## src/rtl/serial_subtractor_ctrl_pkg.sv

```systemverilog
// ---------------------------------------------------------------------------
// serial_subtractor_ctrl_pkg
// Shared definitions for the bit-serial subtractor controller.
//   state_t        : controller states (IDLE=0, RUN=1, DONE=2)
//   DEFAULT_WIDTH  : default operand/result width
//   cnt_width()    : width of the bit counter for a given operand width
// ---------------------------------------------------------------------------
package serial_subtractor_ctrl_pkg;

    typedef enum logic [1:0] {
        IDLE = 2'd0,
        RUN  = 2'd1,
        DONE = 2'd2
    } state_t;

    localparam int DEFAULT_WIDTH = 8;

    // The counter only has to reach WIDTH-1; keep at least one bit so the
    // declaration stays legal for the smallest widths.
    function automatic int cnt_width(input int w);
        return ($clog2(w) < 1) ? 1 : $clog2(w);
    endfunction

endpackage

```

## src/rtl/serial_subtractor_ctrl_cell.sv

```systemverilog
// ---------------------------------------------------------------------------
// full_subtractor_1
// One-bit full subtractor cell: {bout, d} = ina - inb - bin.
//   ina  : minuend bit
//   inb  : subtrahend bit
//   bin  : borrow in
//   bout : borrow out
//   d    : difference bit
// ---------------------------------------------------------------------------
module full_subtractor_1 (
    input  logic ina,
    input  logic inb,
    input  logic bin,
    output logic bout,
    output logic d
);

    // A borrow is generated when the minuend bit is smaller than the
    // subtrahend bit, or propagated when the two bits are equal and a
    // borrow came in.
    always_comb begin
        d    = ina ^ inb ^ bin;
        bout = (~ina & inb) | (~(ina ^ inb) & bin);
    end

endmodule

```

## src/rtl/serial_subtractor_ctrl.sv

```systemverilog
// ---------------------------------------------------------------------------
// serial_subtractor_ctrl
// Bit-serial WIDTH-bit subtractor: diff = a - b - bin, computed LSB first
// through a single 1-bit full subtractor cell over WIDTH cycles.
//   clk   : system clock, rising edge
//   rst_n : asynchronous active-low reset
//   start : request, sampled only while not busy
//   a, b  : minuend / subtrahend, captured on an accepted start
//   bin   : initial borrow, captured on an accepted start
//   busy  : high while the operation runs
//   done  : one-cycle pulse, results valid
//   diff  : result register (held until the next completion)
//   bout  : final borrow (1 when a < b + bin, unsigned)
//   ovf   : signed overflow of a - b - bin
// ---------------------------------------------------------------------------
module serial_subtractor_ctrl
    import serial_subtractor_ctrl_pkg::*;
#(
    parameter int WIDTH = DEFAULT_WIDTH
) (
    input  logic             clk,
    input  logic             rst_n,
    input  logic             start,
    input  logic [WIDTH-1:0] a,
    input  logic [WIDTH-1:0] b,
    input  logic             bin,
    output logic             busy,
    output logic             done,
    output logic [WIDTH-1:0] diff,
    output logic             bout,
    output logic             ovf
);

    localparam int CW = cnt_width(WIDTH);

    state_t           state;
    state_t           state_nxt;
    logic [WIDTH-1:0] a_sr;
    logic [WIDTH-1:0] b_sr;
    logic [WIDTH-1:0] res_sr;
    logic             borrow;
    logic [CW-1:0]    cnt;
    logic             cell_d;
    logic             cell_bo;
    logic             accept;
    logic             last_bit;

    full_subtractor_1 u_cell (
        .ina  (a_sr[0]),
        .inb  (b_sr[0]),
        .bin  (borrow),
        .bout (cell_bo),
        .d    (cell_d)
    );

    // A request is only taken when no operation is running; in DONE this
    // gives back-to-back operation without passing through IDLE.
    assign accept   = start && (state != RUN);
    assign last_bit = (cnt == CW'(WIDTH - 1));

    // State register.
    always_ff @(posedge clk or negedge rst_n) begin
        if (!rst_n) begin
            state <= IDLE;
        end else begin
            state <= state_nxt;
        end
    end

    // Next-state logic; busy and done are pure decodes of the state, so an
    // asynchronous reset clears them at once.
    always_comb begin
        state_nxt = state;
        busy      = 1'b0;
        done      = 1'b0;
        case (state)
            IDLE: begin
                if (accept) state_nxt = RUN;
            end
            RUN: begin
                busy = 1'b1;
                if (last_bit) state_nxt = DONE;
            end
            DONE: begin
                done      = 1'b1;
                state_nxt = accept ? RUN : IDLE;
            end
            default: state_nxt = IDLE;
        endcase
    end

    // Datapath: operand capture, serial shifting and result registers.
    // On the last bit the operand shift registers still hold the operand
    // MSBs in bit 0, and the cell output is the result MSB, which is all
    // the overflow check needs.
    always_ff @(posedge clk or negedge rst_n) begin
        if (!rst_n) begin
            a_sr   <= '0;
            b_sr   <= '0;
            res_sr <= '0;
            borrow <= 1'b0;
            cnt    <= '0;
            diff   <= '0;
            bout   <= 1'b0;
            ovf    <= 1'b0;
        end else if (accept) begin
            a_sr   <= a;
            b_sr   <= b;
            borrow <= bin;
            cnt    <= '0;
        end else if (state == RUN) begin
            a_sr   <= {1'b0, a_sr[WIDTH-1:1]};
            b_sr   <= {1'b0, b_sr[WIDTH-1:1]};
            res_sr <= {cell_d, res_sr[WIDTH-1:1]};
            borrow <= cell_bo;
            if (last_bit) begin
                cnt  <= '0;
                diff <= {cell_d, res_sr[WIDTH-1:1]};
                bout <= cell_bo;
                ovf  <= (a_sr[0] ^ b_sr[0]) & (a_sr[0] ^ cell_d);
            end else begin
                cnt <= cnt + CW'(1);
            end
        end
    end

endmodule

```

## config.mk

```make
export PLATFORM = sky130hd
export DESIGN_NAME = serial_subtractor_ctrl
export DESIGN_NICKNAME = d
export VERILOG_FILES = /design/src/rtl/serial_subtractor_ctrl_pkg.sv /design/src/rtl/serial_subtractor_ctrl_cell.sv /design/src/rtl/serial_subtractor_ctrl.sv
export SDC_FILE = /design/constraint.sdc
export NUM_CORES = 1
export LEC_CHECK = 0
export CAP_MARGIN = 40
export CORE_UTILIZATION = 40
export DETAILED_ROUTE_END_ITERATION = 8
export GPL_TIMING_DRIVEN = 0
export PLACE_DENSITY = 0.61
export SYNTH_ARGS = -nofsm -noshare
export SYNTH_HDL_FRONTEND = slang
export SYNTH_HIERARCHICAL = 1
export SYNTH_SLANG_ARGS = --single-unit
```

## constraint.sdc

```tcl
create_clock -name clk -period 1.9 [get_ports clk]
set_input_delay 0.19 -clock clk [delete_from_list [all_inputs] [get_ports clk]]
set_output_delay 0.19 -clock clk [all_outputs]
set_load 0.03 [all_outputs]
```

## Word level (Yosys, flattened, before mapping)

Index checks and enable logic that the tools add are counted.
Widths: inputs -> output; s select.

- Muxes and demuxes: 15
- Equal/unequal tests: 6
- Shift-type cells: 0
- $lt $le $gt $ge: 0
- Multiply operators: 0
- Bitwise operators: 10
- Div/mod/pow operators: 0
- Reductions and logical operators: 6
- $add $sub $neg: 1

Operators with widths:

| operator | number |
|---|---|
| $mux 8 | 4 |
| $mux 3 | 3 |
| $pmux 2 s3 | 1 |
| $mux 1 | 5 |
| $mux 2 | 2 |
| $ne 2x2->1 const B | 2 |
| $reduce_and 2->1 | 2 |
| $add 3x1->3 const B | 1 |
| $and 1x1->1 | 3 |
| $eq 3x3->1 const B | 1 |
| $not 1->1 | 3 |
| $reduce_and 3->1 | 1 |
| $xor 1x1->1 | 3 |
| $eq 2x1->1 const B | 1 |
| $eq 2x2->1 const B | 1 |
| $logic_not 2->1 | 1 |
| $ne 2x1->1 const B | 1 |
| $reduce_bool 2->1 | 1 |
| $logic_and 1x1->1 | 1 |
| $or 1x1->1 | 1 |

- ROM bits: 0
- Bits in latches: 0
- Input bits: 20
- Output and inout bits: 12
- RAM bits: 0
- Flip-flop bits (word level): 40
- Memories kept: 0
- Logic and storage cells: 47

## Depth between registers and ports, before layout

- Depth in word-level cells: 6
- Mapped depth: 6
- Mapped depth without buffers: 5

## Modules after synthesis

Netlist, hierarchy kept.

Modules (own cells, without submodules):

| module | area an instance (um2) | cells an instance | instances |
|---|---|---|---|
| serial_subtractor_ctrl | 1,694.1 | 148 | 1 |
| full_subtractor_1 | 31.3 | 4 | 1 |

## Worst setup path before layout

OpenSTA, ideal clock, no wires.

- Path kind: register -> register
- Start point: reg cnt[0]
- End point: reg diff[0]
- Library setup time: 0.125 ns
- Cell stages (with the launch flop): 6
- Setup slack: 0.449 ns
- Arrival: 1.326 ns
- Period minus slack after synthesis: 1.451 ns
- Cells stage by stage: dfrtp_1 > ha_1 > ha_1 > nand3b_4 > buf_6 > mux2_4

- Word-level cells in the longest chain between the ends: 2

RTL lines:

| item | RTL line | source |
|---|---|---|
| start: declaration | serial_subtractor_ctrl.sv:42 | `logic [CW-1:0] cnt;` |
| start signal: assignment | serial_subtractor_ctrl.sv:122 | `cnt <= cnt + CW'(1);` |
| $eq 3x3->1 | serial_subtractor_ctrl.sv:59 | `assign last_bit = (cnt == CW'(WIDTH - 1));` |
| $reduce_and 3->1 (no source line) | n/a |  |
| end signal: assignment | serial_subtractor_ctrl.sv:118 | `diff <= {cell_d, res_sr[WIDTH-1:1]};` |
| end: declaration | serial_subtractor_ctrl.sv:29 | `output logic [WIDTH-1:0] diff,` |

Every way passes these cells.
A chain may end at the register's enable or synchronous reset.

## Worst setup path after layout

- Start point: reg state[1]
- End point: out busy

- Word-level cells in the longest chain between the ends: 2

RTL lines:

| item | RTL line | source |
|---|---|---|
| start: declaration | serial_subtractor_ctrl.sv:36 | `state_t state;` |
| start signal: assignment | serial_subtractor_ctrl.sv:66 | `state <= state_nxt;` |
| $eq 2x1->1 | serial_subtractor_ctrl.sv:76 | `case (state)` |
| $mux 1 | serial_subtractor_ctrl.sv:76 |  |
| end: declaration | serial_subtractor_ctrl.sv:27 | `output logic busy,` |

Every way passes these cells.

==> results_dict.tcl <==
set metrics [dict create \
    tightest_slew_ns 0.393 \
    finalWeightedCongestion 0.747 \
    die_x_um 67.7 \
    area_growth_pct 28.6 \
    skew_ns 0.00363 \
    crit_required_ns 1.71 \
    synth_async_sr_flop_share 1.00 \
    coreArea_um2 4060 \
    dieArea_um2 4580 \
    syn_inst 152 \
    critPathSlowestCell "dlygate4sd2_1" \
    vias 1203 \
    ant_nets 0 \
    postCtsSetupRepairBufs 0 \
    wl_met2_um 1550 \
    routed.top_layer "met4" \
    multi_input_area_um2 664 \
    antenna_found_initial 0 \
    setup.worst_path.start_class "register" \
    rsz0062_at_grt "no" \
    drv_slew 0 \
    end_kind "output port" \
    layout_min_cycle_time_ns 1.79 \
    r2r_start "cnt[0]$_DFFE_PN0P_" \
    synth_ff_type "dfrtp_1" \
    fmax_ghz 0.560 \
    routed_wl_um 3210 \
    p_per_area_nw_per_um2 1540 \
    finalCritPeriodShare 0.940 \
    synthAdderAreaFrac 0.0261 \
    drt_iter0_drc 50 \
    irDropWorstVdd_mv 0.557 \
    root_buffer "clkbuf_8" \
    synth.distinct_cells 23 \
    ys_seq_area_frac 0.566 \
    syn_nets 175 \
    timing.hold.ws_ns 0.337 \
    clock_latency_ns 0.28 \
    drive_above_1_share 0.146 \
    pin_count 32 \
    wl_met3_um 137 \
    p_total_mw 3.42 \
    clk_path_buf_depth 2 \
    yosys.area_share.xor_xnor 0 \
    cts.clk_slew.worst_paths_ns 0.07 \
    muxShareOfSynthArea 0.173 \
    dp_hpwl_um 2350 \
    hp-start "start" \
    cp-startpoint "state[1]$_DFFE_PN0P_" \
    vias_per_cell 4.97 \
    cts.htree.levels 2 \
    cp_top_family "buffers and inverters" \
    hold_class "input pin to register" \
    maxSlewHeadroom 0.738 \
    overflow 0 \
    drc_errors 0 \
    initial_core_util 0.425 \
    grt_pass1_vias 1189 \
    syn_area_per_cell_um2 11.4 \
    rows 23 \
    status "finished clean" \
    wl_per_cell_um 13.3 \
    cts_sinks 39 \
    nets 214 \
    synth_warnings 6 \
    grt_pass1_wl_um 5370 \
    leakage_nw 1.10 \
    dieHeight_um 67.7 \
    grt_usage 0.161 \
    synth_compound_area_frac 0.0631 \
    cp_num_buf_inv 3 \
    syn_area_um2 1730 \
    drv_cap 0 \
    cp_data_arrival_time_ns 1.60 \
    io_buffers 30 \
    critPathMaxFanout 10 \
    hold_viol 0 \
    drt_first_pass_iters 4 \
    yosys.area_share.simple 0.123 \
    final_common_cell "nand2_1" \
    cts_buffers 5 \
    final_cell_mix "nand2_1 (41), dfrtp_1 (39), clkdlybuf4s50_1 (28)" \
    max_stage_delay_ns 0.41 \
    worstSetupPathType "register to output port" \
    n_antenna_cell 0 \
    synth-edff-count 0 \
    fill_cells 333 \
    cp_cell_sequence "nand2b_1 > inv_2 > buf_4 > dlygate4sd2_1" \
    grt_start_max_net_pins 26 \
    regArea_um2 976 \
    synth_top_family_by_area "multiplexers" \
    finalSetupViolations 0 \
    wl_met1_um 1490 \
    cts_tree "built" \
    ys_seq_elements 39 \
]
## metal layers
metal  up-vias  GRT usage
met4         0     0.0479
met5         -          0
met1       583      0.197
li1        581          -
met3         6     0.0405
met2        33      0.275
## stage by stage
stage          setup slack (ns)  TNS, ns  area (µm²)   util  instances
2_1_floorplan             0.449        0        1730      -        152
4_1_cts                   0.109        0        2220  0.547        242
5_1_grt                  0.0308        0        2220  0.547        242
3_5_place_dp              0.154        0        2110  0.520        233
6_report                  0.114        0        2220  0.547        242
3_3_place_gp             -0.252    -9.76        2090  0.515        232
## worst register-to-register path: stages, from the launching register on
cell and delay, ns:
dfrtp_1 0.41, ha_1 0.21, ha_1 0.24, nand3b_4 0.11, buf_6 0.17, mux2_4 0.31
## cell usage after synthesis (all sizes together), types with 2 or more instances
cell,instances,share of area
mux2,9,0.074
nor2b,2,0.0073
ha,2,0.015
nor2,2,0.0044
dfrtp,39,0.57
nand2,41,0.089
buf,7,0.033
o21ai,18,0.052
inv,6,0.013
mux2i,17,0.099
## flip-flops by register name, indices dropped and copies added (netlist names)
name and cells:
a_sr 8, b_sr 8, borrow 1, bout 1, cnt 3, diff 8
ovf 1, res_sr 7, state 2
## power by group
group          total, mW  internal (mW)  switching (mW)  leakage (nW)
Combinational       1.41          0.643           0.765         0.550
Clock              0.601          0.331           0.270        0.0515
Sequential          1.41           1.18           0.223         0.494
Total               3.42           2.16            1.26          1.10
## area by class of cell
cell class | instances | area share
plain buffers | 8 | 0.0282
clock buffers | 8 | 0.0451
inverters | 6 | 0.0101
multi-input cells | 99 | 0.299
flip-flops and latches | 39 | 0.440
well taps | 50 | 0.0282
repair buffers | 32 | 0.149
## worst paths after layout
check                                         to  cells after the start  slack (ns)
min in group asynchronous   state[0]$_DFFE_PN0P_                      2        0.37
hold reg to reg            res_sr[1]$_DFFE_PN0P_                      2        0.48
setup / recovery                            busy                      4        0.11
hold / removal               b_sr[1]$_DFFE_PN0P_                      3        0.34
setup reg to reg             diff[4]$_DFFE_PN0P_                      5        0.34
max in group asynchronous    a_sr[6]$_DFFE_PN0P_                      3        1.08
## cell families after synthesis
logic type / Yosys count
and+or+nand+nor: 49
DFF: 39
buffers and inverters: 14
adders and majority gates: 3
AOI/OAI and AO/OA: 21
muxes: 26
## repair_timing
| item | in CTS | in global routing |
|---|---|---|
| setup endpoints to repair | 1 | 0 |
| hold endpoints to repair | 14 | 0 |
| gates resized for setup | 1 | 0 |
| hold buffers | 1 | 0 |
Note: power is estimated with default switching activity, not from simulation.
